===== src/rtl/seq_det_pkg.sv =====
`default_nettype none
// ============================================================================
// Module   : seq_det_pkg
// Purpose  : Shared types and reset defaults for the serial sequence-detect
//            run controller (seq_det_ctrl) and its matcher.
// Contents : state_t         - run-controller state encoding
//            DEFAULT_PATTERN - pattern loaded at reset (LSB-aligned)
//            DEFAULT_LEN     - pattern length loaded at reset
// Revision : 1.0 - initial release
// ============================================================================
package seq_det_pkg;

  typedef enum logic [1:0] {
    ST_IDLE = 2'd0,
    ST_RUN  = 2'd1,
    ST_DONE = 2'd2
  } state_t;

  localparam logic [3:0] DEFAULT_PATTERN = 4'b1010;
  localparam int         DEFAULT_LEN     = 4;

endpackage : seq_det_pkg
`default_nettype wire


===== src/rtl/seq_det_matcher.sv =====
`default_nettype none
// ============================================================================
// Module   : seq_det_matcher
// Purpose  : Serial history shift register with fill tracking and a
//            length-masked pattern compare. The match output is combinational
//            and reflects the history *after* the bit presented this cycle is
//            shifted in, so the controller can register it on the same edge.
// Ports    : clk      in  clock
//            rst_n    in  asynchronous active-low reset
//            clear    in  clear history and fill (start of a run)
//            shift_en in  shift bit_in into the history this cycle
//            bit_in   in  serial bit
//            pattern  in  PAT_W pattern, bit [len-1] is the first bit received
//            len      in  LEN_W active pattern length (1..PAT_W)
//            overlap  in  1 = keep fill after a match, 0 = restart qualification
//            match    out combinational match for this cycle's shifted value
// Revision : 1.0 - initial release
// ============================================================================
module seq_det_matcher #(
  parameter int PAT_W = 4,
  parameter int LEN_W = $clog2(PAT_W) + 1
) (
  input  logic             clk,
  input  logic             rst_n,
  input  logic             clear,
  input  logic             shift_en,
  input  logic             bit_in,
  input  logic [PAT_W-1:0] pattern,
  input  logic [LEN_W-1:0] len,
  input  logic             overlap,
  output logic             match
);

  logic [PAT_W-1:0] hist;
  logic [PAT_W-1:0] hist_next;
  logic [PAT_W-1:0] mask;
  logic [LEN_W-1:0] fill;
  logic [LEN_W-1:0] fill_next;

  always_comb begin
    hist_next = {hist[PAT_W-2:0], bit_in};
    // fill counts qualified history bits and saturates at the register depth
    fill_next = (fill == LEN_W'(PAT_W)) ? fill : fill + LEN_W'(1);
    for (int i = 0; i < PAT_W; i++) begin
      mask[i] = (i < int'(len));
    end
    match = shift_en && (fill_next >= len) &&
            ((hist_next & mask) == (pattern & mask));
  end

  always_ff @(posedge clk or negedge rst_n) begin
    if (!rst_n) begin
      hist <= '0;
      fill <= '0;
    end else if (clear) begin
      hist <= '0;
      fill <= '0;
    end else if (shift_en) begin
      hist <= hist_next;
      // Non-overlapping mode keeps the old bits but disqualifies them, so the
      // next match needs a full fresh pattern.
      fill <= (match && !overlap) ? '0 : fill_next;
    end
  end

endmodule : seq_det_matcher
`default_nettype wire


===== src/rtl/seq_det_ctrl.sv =====
`default_nettype none
// ============================================================================
// Module   : seq_det_ctrl
// Purpose  : Run controller for serial pattern detection. Holds a
//            programmable pattern, arms/disarms detection runs, counts
//            matches and ends a run on target count, abort or timeout.
// Macro    : SEQ_DET_TIMEOUT_EN - when defined, enables the inactivity
//            timeout (cfg_timeout, timed_out). When undefined, cfg_timeout is
//            ignored and timed_out is tied low; the port list is unchanged.
// Ports    : clk, rst_n         clock, asynchronous active-low reset
//            cfg_we             load config (honoured in IDLE/DONE, valid len)
//            cfg_pattern/len    pattern and its length (1..PAT_W)
//            cfg_overlap        overlapping matches when 1
//            cfg_target         matches ending a run, 0 = unlimited
//            cfg_timeout        max RUN cycles without a match, 0 = disabled
//            start/abort        1-cycle run control strobes (abort wins)
//            in_valid/in        serial input stream
//            busy/done          state == RUN / state == DONE
//            match_pulse        1-cycle pulse per match
//            match_count        saturating match count for current/last run
//            timed_out          run ended by timeout (valid while done)
// Revision : 1.0 - initial release
// ============================================================================
module seq_det_ctrl
  import seq_det_pkg::*;
#(
  parameter  int PAT_W = 4,
  parameter  int CNT_W = 8,
  parameter  int TO_W  = 16,
  localparam int LEN_W = $clog2(PAT_W) + 1
) (
  input  logic             clk,
  input  logic             rst_n,
  input  logic             cfg_we,
  input  logic [PAT_W-1:0] cfg_pattern,
  input  logic [LEN_W-1:0] cfg_len,
  input  logic             cfg_overlap,
  input  logic [CNT_W-1:0] cfg_target,
  input  logic [TO_W-1:0]  cfg_timeout,
  input  logic             start,
  input  logic             abort,
  input  logic             in_valid,
  input  logic             in,
  output logic             busy,
  output logic             done,
  output logic             match_pulse,
  output logic [CNT_W-1:0] match_count,
  output logic             timed_out
);

  localparam int RST_LEN = (DEFAULT_LEN > PAT_W) ? PAT_W : DEFAULT_LEN;

  state_t           state;
  state_t           state_next;

  logic [PAT_W-1:0] pattern_q;
  logic [LEN_W-1:0] len_q;
  logic             overlap_q;
  logic [CNT_W-1:0] target_q;

  logic             cfg_ok;
  logic             run_enter;
  logic             in_run;
  logic             shift_en;
  logic             match;
  logic [CNT_W:0]   count_inc;
  logic             target_hit;
  logic             timeout_hit;

  // ------------------------------------------------------------------------
  // Control decode
  // ------------------------------------------------------------------------
  assign cfg_ok    = cfg_we && (state != ST_RUN) &&
                     (cfg_len != '0) && (cfg_len <= LEN_W'(PAT_W));
  assign run_enter = (state != ST_RUN) && start && !abort;
  // An abort edge in RUN is treated as if the run had already ended: no
  // shift, no match, no count.
  assign in_run    = (state == ST_RUN) && !abort;
  assign shift_en  = in_run && in_valid;

  // Extra bit keeps a saturated count from aliasing onto a small target.
  assign count_inc  = {1'b0, match_count} + (CNT_W+1)'(1);
  assign target_hit = match && (target_q != '0) &&
                      (count_inc == {1'b0, target_q});

  // ------------------------------------------------------------------------
  // Configuration registers
  // ------------------------------------------------------------------------
  always_ff @(posedge clk or negedge rst_n) begin
    if (!rst_n) begin
      pattern_q <= PAT_W'(DEFAULT_PATTERN);
      len_q     <= LEN_W'(RST_LEN);
      overlap_q <= 1'b1;
      target_q  <= CNT_W'(1);
    end else if (cfg_ok) begin
      pattern_q <= cfg_pattern;
      len_q     <= cfg_len;
      overlap_q <= cfg_overlap;
      target_q  <= cfg_target;
    end
  end

  // ------------------------------------------------------------------------
  // Matcher
  // ------------------------------------------------------------------------
  seq_det_matcher #(
    .PAT_W (PAT_W),
    .LEN_W (LEN_W)
  ) u_matcher (
    .clk      (clk),
    .rst_n    (rst_n),
    .clear    (run_enter),
    .shift_en (shift_en),
    .bit_in   (in),
    .pattern  (pattern_q),
    .len      (len_q),
    .overlap  (overlap_q),
    .match    (match)
  );

  // ------------------------------------------------------------------------
  // Optional inactivity timeout
  // ------------------------------------------------------------------------
`ifdef SEQ_DET_TIMEOUT_EN
  logic [TO_W-1:0] timeout_q;
  logic [TO_W-1:0] to_cnt;

  always_ff @(posedge clk or negedge rst_n) begin
    if (!rst_n) begin
      timeout_q <= '0;
    end else if (cfg_ok) begin
      timeout_q <= cfg_timeout;
    end
  end

  // A match in the expiry cycle wins: the counter restarts instead.
  assign timeout_hit = in_run && (timeout_q != '0) && !match &&
                       (to_cnt == timeout_q - TO_W'(1));

  always_ff @(posedge clk or negedge rst_n) begin
    if (!rst_n) begin
      to_cnt    <= '0;
      timed_out <= 1'b0;
    end else begin
      if (run_enter) begin
        to_cnt <= '0;
      end else if (in_run) begin
        to_cnt <= match ? '0 : to_cnt + TO_W'(1);
      end

      if (run_enter) begin
        timed_out <= 1'b0;
      end else if (timeout_hit) begin
        timed_out <= 1'b1;
      end
    end
  end
`else
  logic unused_timeout;

  assign unused_timeout = ^cfg_timeout;
  assign timeout_hit    = 1'b0;
  assign timed_out      = 1'b0;
`endif

  // ------------------------------------------------------------------------
  // Run FSM
  // ------------------------------------------------------------------------
  always_ff @(posedge clk or negedge rst_n) begin
    if (!rst_n) begin
      state <= ST_IDLE;
    end else begin
      state <= state_next;
    end
  end

  always_comb begin
    state_next = state;
    unique case (state)
      ST_IDLE: begin
        if (run_enter) state_next = ST_RUN;
      end
      ST_RUN: begin
        if (abort)                          state_next = ST_IDLE;
        else if (target_hit || timeout_hit) state_next = ST_DONE;
      end
      ST_DONE: begin
        if (abort)          state_next = ST_IDLE;
        else if (run_enter) state_next = ST_RUN;
      end
      default: state_next = ST_IDLE;
    endcase
  end

  // ------------------------------------------------------------------------
  // Match pulse and saturating counter
  // ------------------------------------------------------------------------
  always_ff @(posedge clk or negedge rst_n) begin
    if (!rst_n) begin
      match_pulse <= 1'b0;
      match_count <= '0;
    end else begin
      match_pulse <= in_run && match;
      if (run_enter) begin
        match_count <= '0;
      end else if (in_run && match && (match_count != '1)) begin
        match_count <= count_inc[CNT_W-1:0];
      end
    end
  end

  assign busy = (state == ST_RUN);
  assign done = (state == ST_DONE);

endmodule : seq_det_ctrl
`default_nettype wire


===== config.mk =====
export PLATFORM = sky130hd
export DESIGN_NAME = seq_det_ctrl
export DESIGN_NICKNAME = d
export VERILOG_FILES = /design/src/rtl/seq_det_pkg.sv /design/src/rtl/seq_det_matcher.sv /design/src/rtl/seq_det_ctrl.sv
export SDC_FILE = /design/constraint.sdc
export NUM_CORES = 1
export LEC_CHECK = 0
export CAP_MARGIN = 20
export CORE_MARGIN = 2
export CORE_UTILIZATION = 30
export CTS_CLUSTER_DIAMETER = 120
export DETAILED_ROUTE_END_ITERATION = 12
export HOLD_SLACK_MARGIN = 0.06
export PLACE_DENSITY = 0.56
export REMOVE_ABC_BUFFERS = 1
export SLEW_MARGIN = 20
export SYNTH_ARGS = -nofsm -noshare
export SYNTH_HDL_FRONTEND = slang
export SYNTH_SLANG_ARGS = --single-unit

===== constraint.sdc =====
create_clock -name clk -period 2.22 [get_ports clk]
set_input_delay 0.333 -clock clk [delete_from_list [all_inputs] [get_ports clk]]
set_output_delay 0.333 -clock clk [all_outputs]
set_load 0.05 [all_outputs]

### After elaboration in Yosys (flattened, before gate mapping)

Index checks and enable logic that the tools add are counted.

* $add $sub $neg: 2
* order comparisons: 6
* equal/unequal tests: 8
* muxes and demuxes: 13
* bitwise logic cells: 2
* reductions and logical operators: 21

Operators by type and width (count)
* 3-bit two-way mux: 6
* 8-bit two-way mux: 2
* 1-bit logical AND: 14
* 8-bit by 1-bit adder with 9-bit output (second input constant): 1
* 9-bit by 8-bit == test with 1-bit output: 1
* 4-bit bitwise AND: 2
* 2-bit two-way mux: 4
* 8-bit inequality test (second input constant): 1
* 8-bit nonzero test: 1
* 1-bit by 3-bit < comparator with 1-bit output (first input constant): 2
* 2-bit by 3-bit < comparator with 1-bit output (first input constant): 2
* 2-bit one-hot mux with 3 select lines: 1
* 4-bit == test: 1
* 2-bit nonzero test: 2
* 3-bit by 1-bit adder with 3-bit output (second input constant): 1
* 3-bit == test (second input constant): 1
* 3-bit greater-or-equal comparator: 1
* 3-bit less-or-equal comparator (second input constant): 1
* 3-bit by 2-bit inequality test with 1-bit output (second input constant): 1
* 3-bit nonzero test: 1
* 2-bit by 1-bit == test with 1-bit output (second input constant): 1
* 2-bit == test (second input constant): 1
* 1-bit zero test: 2
* 2-bit zero test: 1
* 2-bit by 1-bit inequality test with 1-bit output (second input constant): 1

* bits in registers: 33
* input bits: 39
* output and inout bits: 12

### Depth between registers and ports, before layout

* word-level depth: 10
* mapped depth: 12

### By module

Synthesis repeated with hierarchy kept, for this count alone.

* cells, all modules: 190
* area, all modules: 1948.1 um2

By module, submodules not included
* seq_det_ctrl: times used 1, cells an instance 131, area each 1433.9 um2
* seq_det_matcher: times used 1, cells an instance 59, area each 514.2 um2

### Worst setup path after synthesis

OpenSTA, ideal clock, no wires.

* path kind: register to register
* from: reg u_matcher.fill[0]
* to: reg state[0]
* setup time: 119 ps
* arrival time: 2093 ps
* required time: 2101 ps
* setup slack: 9 ps
* cell stages (with the launch flop): 11
* path buffers: 0
* period minus slack after synthesis: 2211 ps
* cells stage by stage: dfrtp_1 inv_1 ha_1 nand2_1 o21ai_0 ha_1 o21ai_0 o21bai_1 nand4_4 or3_1 o21a_1

* longest elaborated chain between the ends: 8
* elaborated cells on any way between the ends: 9

Ends and longest elaborated chain
* start: declaration: line seq_det_matcher.sv:37 `logic [LEN_W-1:0] fill;`
* start signal: assignment: line seq_det_matcher.sv:62 `fill <= (match && !overlap) ? '0 : fill_next;`
* 3-bit by 1-bit adder with 3-bit output or 3-bit == test (tied branches): line seq_det_matcher.sv:43 `fill_next = (fill == LEN_W'(PAT_W)) ? fill : fill + LEN_W'(1);`
* 3-bit two-way mux *: line seq_det_matcher.sv:43
* 3-bit greater-or-equal comparator *: line seq_det_matcher.sv:47 `match = shift_en && (fill_next >= len) &&`
* 1-bit logical AND * (2 in series): line seq_det_matcher.sv:47
* 1-bit logical AND * (2 in series): line seq_det_ctrl.sv:83 `assign target_hit = match && (target_q != '0) &&`
* 3-bit by 2-bit inequality test with 1-bit output (no source line) *
* end signal: assignment: line seq_det_ctrl.sv:173 `state <= state_next;`
* end: declaration: line seq_det_ctrl.sv:53 `state_t state;`

Every way passes the cells marked *; elsewhere a longest branch is shown, timed or not.
A chain may end at the register's enable or synchronous reset.

### Worst setup path after layout

Same ends and word-level chain as after synthesis.

==> impl_metrics.csv <==
group,metric,value,unit
critical_path,r2r-end,"state[0]$_DFFE_PN0P_",
floorplan,die_area,6970,um2
critical_path,cp_max_fo,4,
timing,layout_setup_ws,0.0252,ns
clock_tree,clkLatencyLatePin,0.28,ns
critical_path,reg2reg_depth,10,
synthesis,synth_seq_area_share,0.439,
critical_path,critical_path_required,2.39,ns
clock_tree,cts_root_buffer,"clkbuf_8",
pwr,vdd_drop_max,0.000373,V
floorplan,die_x,83.5,um
critical_path,cp-end-kind,"flip-flop",
place,placedCellCount,294,
place,port_buffers,33,
floorplan,ioPinCount,51,
routing,drc,0,
clock_tree,tritoncts,"yes",
critical_path,r2r-start,"u_matcher.fill[0]$_DFFE_PN0P_",
clock_tree,cts_buffers,5,
global_route,gr-total-overflow,0,
place,placed_area,2380,um2
routing,drt-wirelength-per-cell,13.5,um
global_route,grt_pass1_wl,7260,um
clock_tree,htree_levels,2,
floorplan,row_count,28,
cells_and_area,fin_nets,273,
synthesis,synth-seq-cells,33,
clock_tree,clock_path_buffers,2,
timing,setup_viol,0,
synthesis,synth-simple-area-share,0.179,
synthesis,synth_mux_area_frac,0.106,
routing,first_pass_iters,4,
timing,fin_crit_sh,0.989,
min_path,hold_class,"in2async",
timing,setup_tns,0,ns
synthesis,synth.avg_cell_area,10.5,um2
global_route,track_usage,0.128,
cells_and_area,n_antenna_cell,0,
synthesis,syn-instance-count,181,
timing,fin_skew,0.00540,ns
clock_tree,cts_sinks,33,
floorplan,core,6030,um2
global_route,grt_pass1_vias,1507,
timing,worst-slew-pin-transition,0.503,ns
synthesis,async_flop_share,1.00,
critical_path,arrival,2.37,ns
cells_and_area,mostFrequentLayoutCells,"clkdlybuf4s50_1, dfrtp_1, mux2_2",
cells_and_area,final_common_cell,"clkdlybuf4s50_1",
timing,rsz0062_at_grt,"true",
synthesis,synth_xor_area_frac,0.0646,
critical_path,worstSetupPathType,"reg2reg",
critical_path,r2r_setup_slack,0.03,ns
synthesis,synth_cell_type_count,46,
place,dp_hpwl,3040,um
timing,min_period,2.19,ns
timing,hold_violations,0,
routing,via_per_inst,4.94,
clock_tree,holdBufCountCts,0,
place,place_worst_setup_slack,-0.0977,ns
routing,drtAntennaViolNets,0,
synthesis,syn_area,1900,um2
critical_path,crit_path_start_kind,"flip-flop",
floorplan,die_y,83.5,um
timing,slew_headroom,0.664,
routing,wirelength,4100,um
cells_and_area,final_area,2590,um2
synthesis,ys_warn_count,0,
global_route,grt_max_degree,34,
cells_and_area,final_layout_size_suffix_gt1_frac,0.253,
global_route,antenna_found_initial,0,
synthesis,synth_fa_ha_area_frac,0.0396,
pwr,powerDensity,697,nW/um2
timing,final_max_slew_viol_count,0,
synthesis,synth-edff-count,0,
place,gp_congestion,0.811,
timing,fmax,0.456,GHz
run_status,status,"completed",
pwr,leakagePower,1.06,nW
synthesis,synth_top_flop_cell,"dfrtp_1",
cells_and_area,final_cells,304,
job,max-cap-violations,0,
synthesis,synth_compound_area_frac,0.143,
pwr,power.total,1.80,mW
synthesis,synth_top_family_by_area,"simple AND/OR/NAND/NOR gates",
clock_tree,cts.clk_slew.worst_paths,0.07,ns
routing,drt_iter0_drc,85,
floorplan,start_util,0.315,
routing,vias,1503,
cells_and_area,area_growth,36.4,%
-- registers in the layout, summed over array words and instances, names as in the netlist --
register,flops
state,2
target_q,8
len_q,3
match_count,8
match_pulse,1
u_matcher.hist,3
u_matcher.fill,3
overlap_q,1
pattern_q,4
-- cells in the mapped netlist (5+ instances only) --
cell | instances | area [um2]
inv_1 | 5 | 18.8
nor3b_1 | 5 | 37.5
mux2_2 | 17 | 191
ha_1 | 6 | 75.1
nand3_1 | 6 | 30.0
nor2_1 | 9 | 33.8
dfstp_2 | 5 | 131
a22o_1 | 5 | 43.8
nand2_1 | 12 | 45.0
xor2_1 | 8 | 70.1
xnor2_1 | 6 | 52.6
o21ai_0 | 15 | 75.1
dfrtp_1 | 28 | 701
-- metrics by stage --
stage | hold WS [ns] | utilization
5_1_grt | 0.496 | 0.429
3_5_place_dp | 0.524 | 0.394
2_1_floorplan | 0.0374 | -
4_1_cts | 0.463 | 0.426
3_3_place_gp | 0.504 | 0.394
6_report | 0.455 | 0.429
-- power by group --
part / switching (mW) / internal, mW / total, mW
clock: 0.216 / 0.366 / 0.581
combinational: 0.192 / 0.239 / 0.430
sequential: 0.0879 / 0.704 / 0.792
-- area by class of cell --
cell class                      instances  area, um2
Tap cell                               75       93.8
Inverter                                6       23.8
Fill cell                             601       3440
Clock inverter                          1       30.0
Clock buffer                            7       86.3
Multi-Input combinational cell        136       1090
Timing Repair Buffer                   46        435
Sequential cell                        33        832
-- routing by layer --
metal / global-route usage / up-vias / wire [um]
met2: 0.205 / 30 / 1940
met3: 0.0267 / 5 / 169
li1: - / 753 / -
met5: 0 / - / 0
met4: 0.0440 / 0 / 53
met1: 0.171 / 715 / 1940
-- what timing repair did --
item | CTS | global route
pin swaps | 8 | 5
resized for setup | 15 | 6
setup endpoints to repair | 8 | 13
buffers inserted | 2 | 0
-- cell families (layout without fill, tap and decap cells) --
kind of cell,count (synthesis),count (layout)
other,1,1
muxes,18,18
xor gates and xnor gates,14,14
and+or+nand+nor,58,58
AOI/OAI and AO/OA,39,39
DFF,33,33
buffers and inverters,12,60
adders and majority gates,6,6
-- critical path: stages, from the launching register on --
cell	delay, ns
dfrtp_1	0.39
inv_1	0.10
ha_4	0.15
nand2_4	0.06
xnor2_2	0.14
ha_1	0.29
nor3b_2	0.05
o21bai_2	0.17
nand4_4	0.13
or3_4	0.42
o21a_1	0.17
-- worst max-delay path by stage --
stage	from	to	slack, ns	cells after the start
2_1_floorplan	u_matcher.fill[0]$_DFFE_PN0P_	state[0]$_DFFE_PN0P_	0.009	10
3_3_place_gp	u_matcher.fill[1]$_DFFE_PN0P_	state[0]$_DFFE_PN0P_	-0.13	10
3_5_place_dp	u_matcher.fill[1]$_DFFE_PN0P_	state[0]$_DFFE_PN0P_	-0.1	10
4_1_cts	u_matcher.fill[1]$_DFFE_PN0P_	state[0]$_DFFE_PN0P_	-0.06	10
5_1_grt	u_matcher.fill[1]$_DFFE_PN0P_	state[0]$_DFFE_PN0P_	-0.09	10
6_report	u_matcher.fill[0]$_DFFE_PN0P_	state[0]$_DFFE_PN0P_	0.03	10
Power figures use the tool's default switching activity.
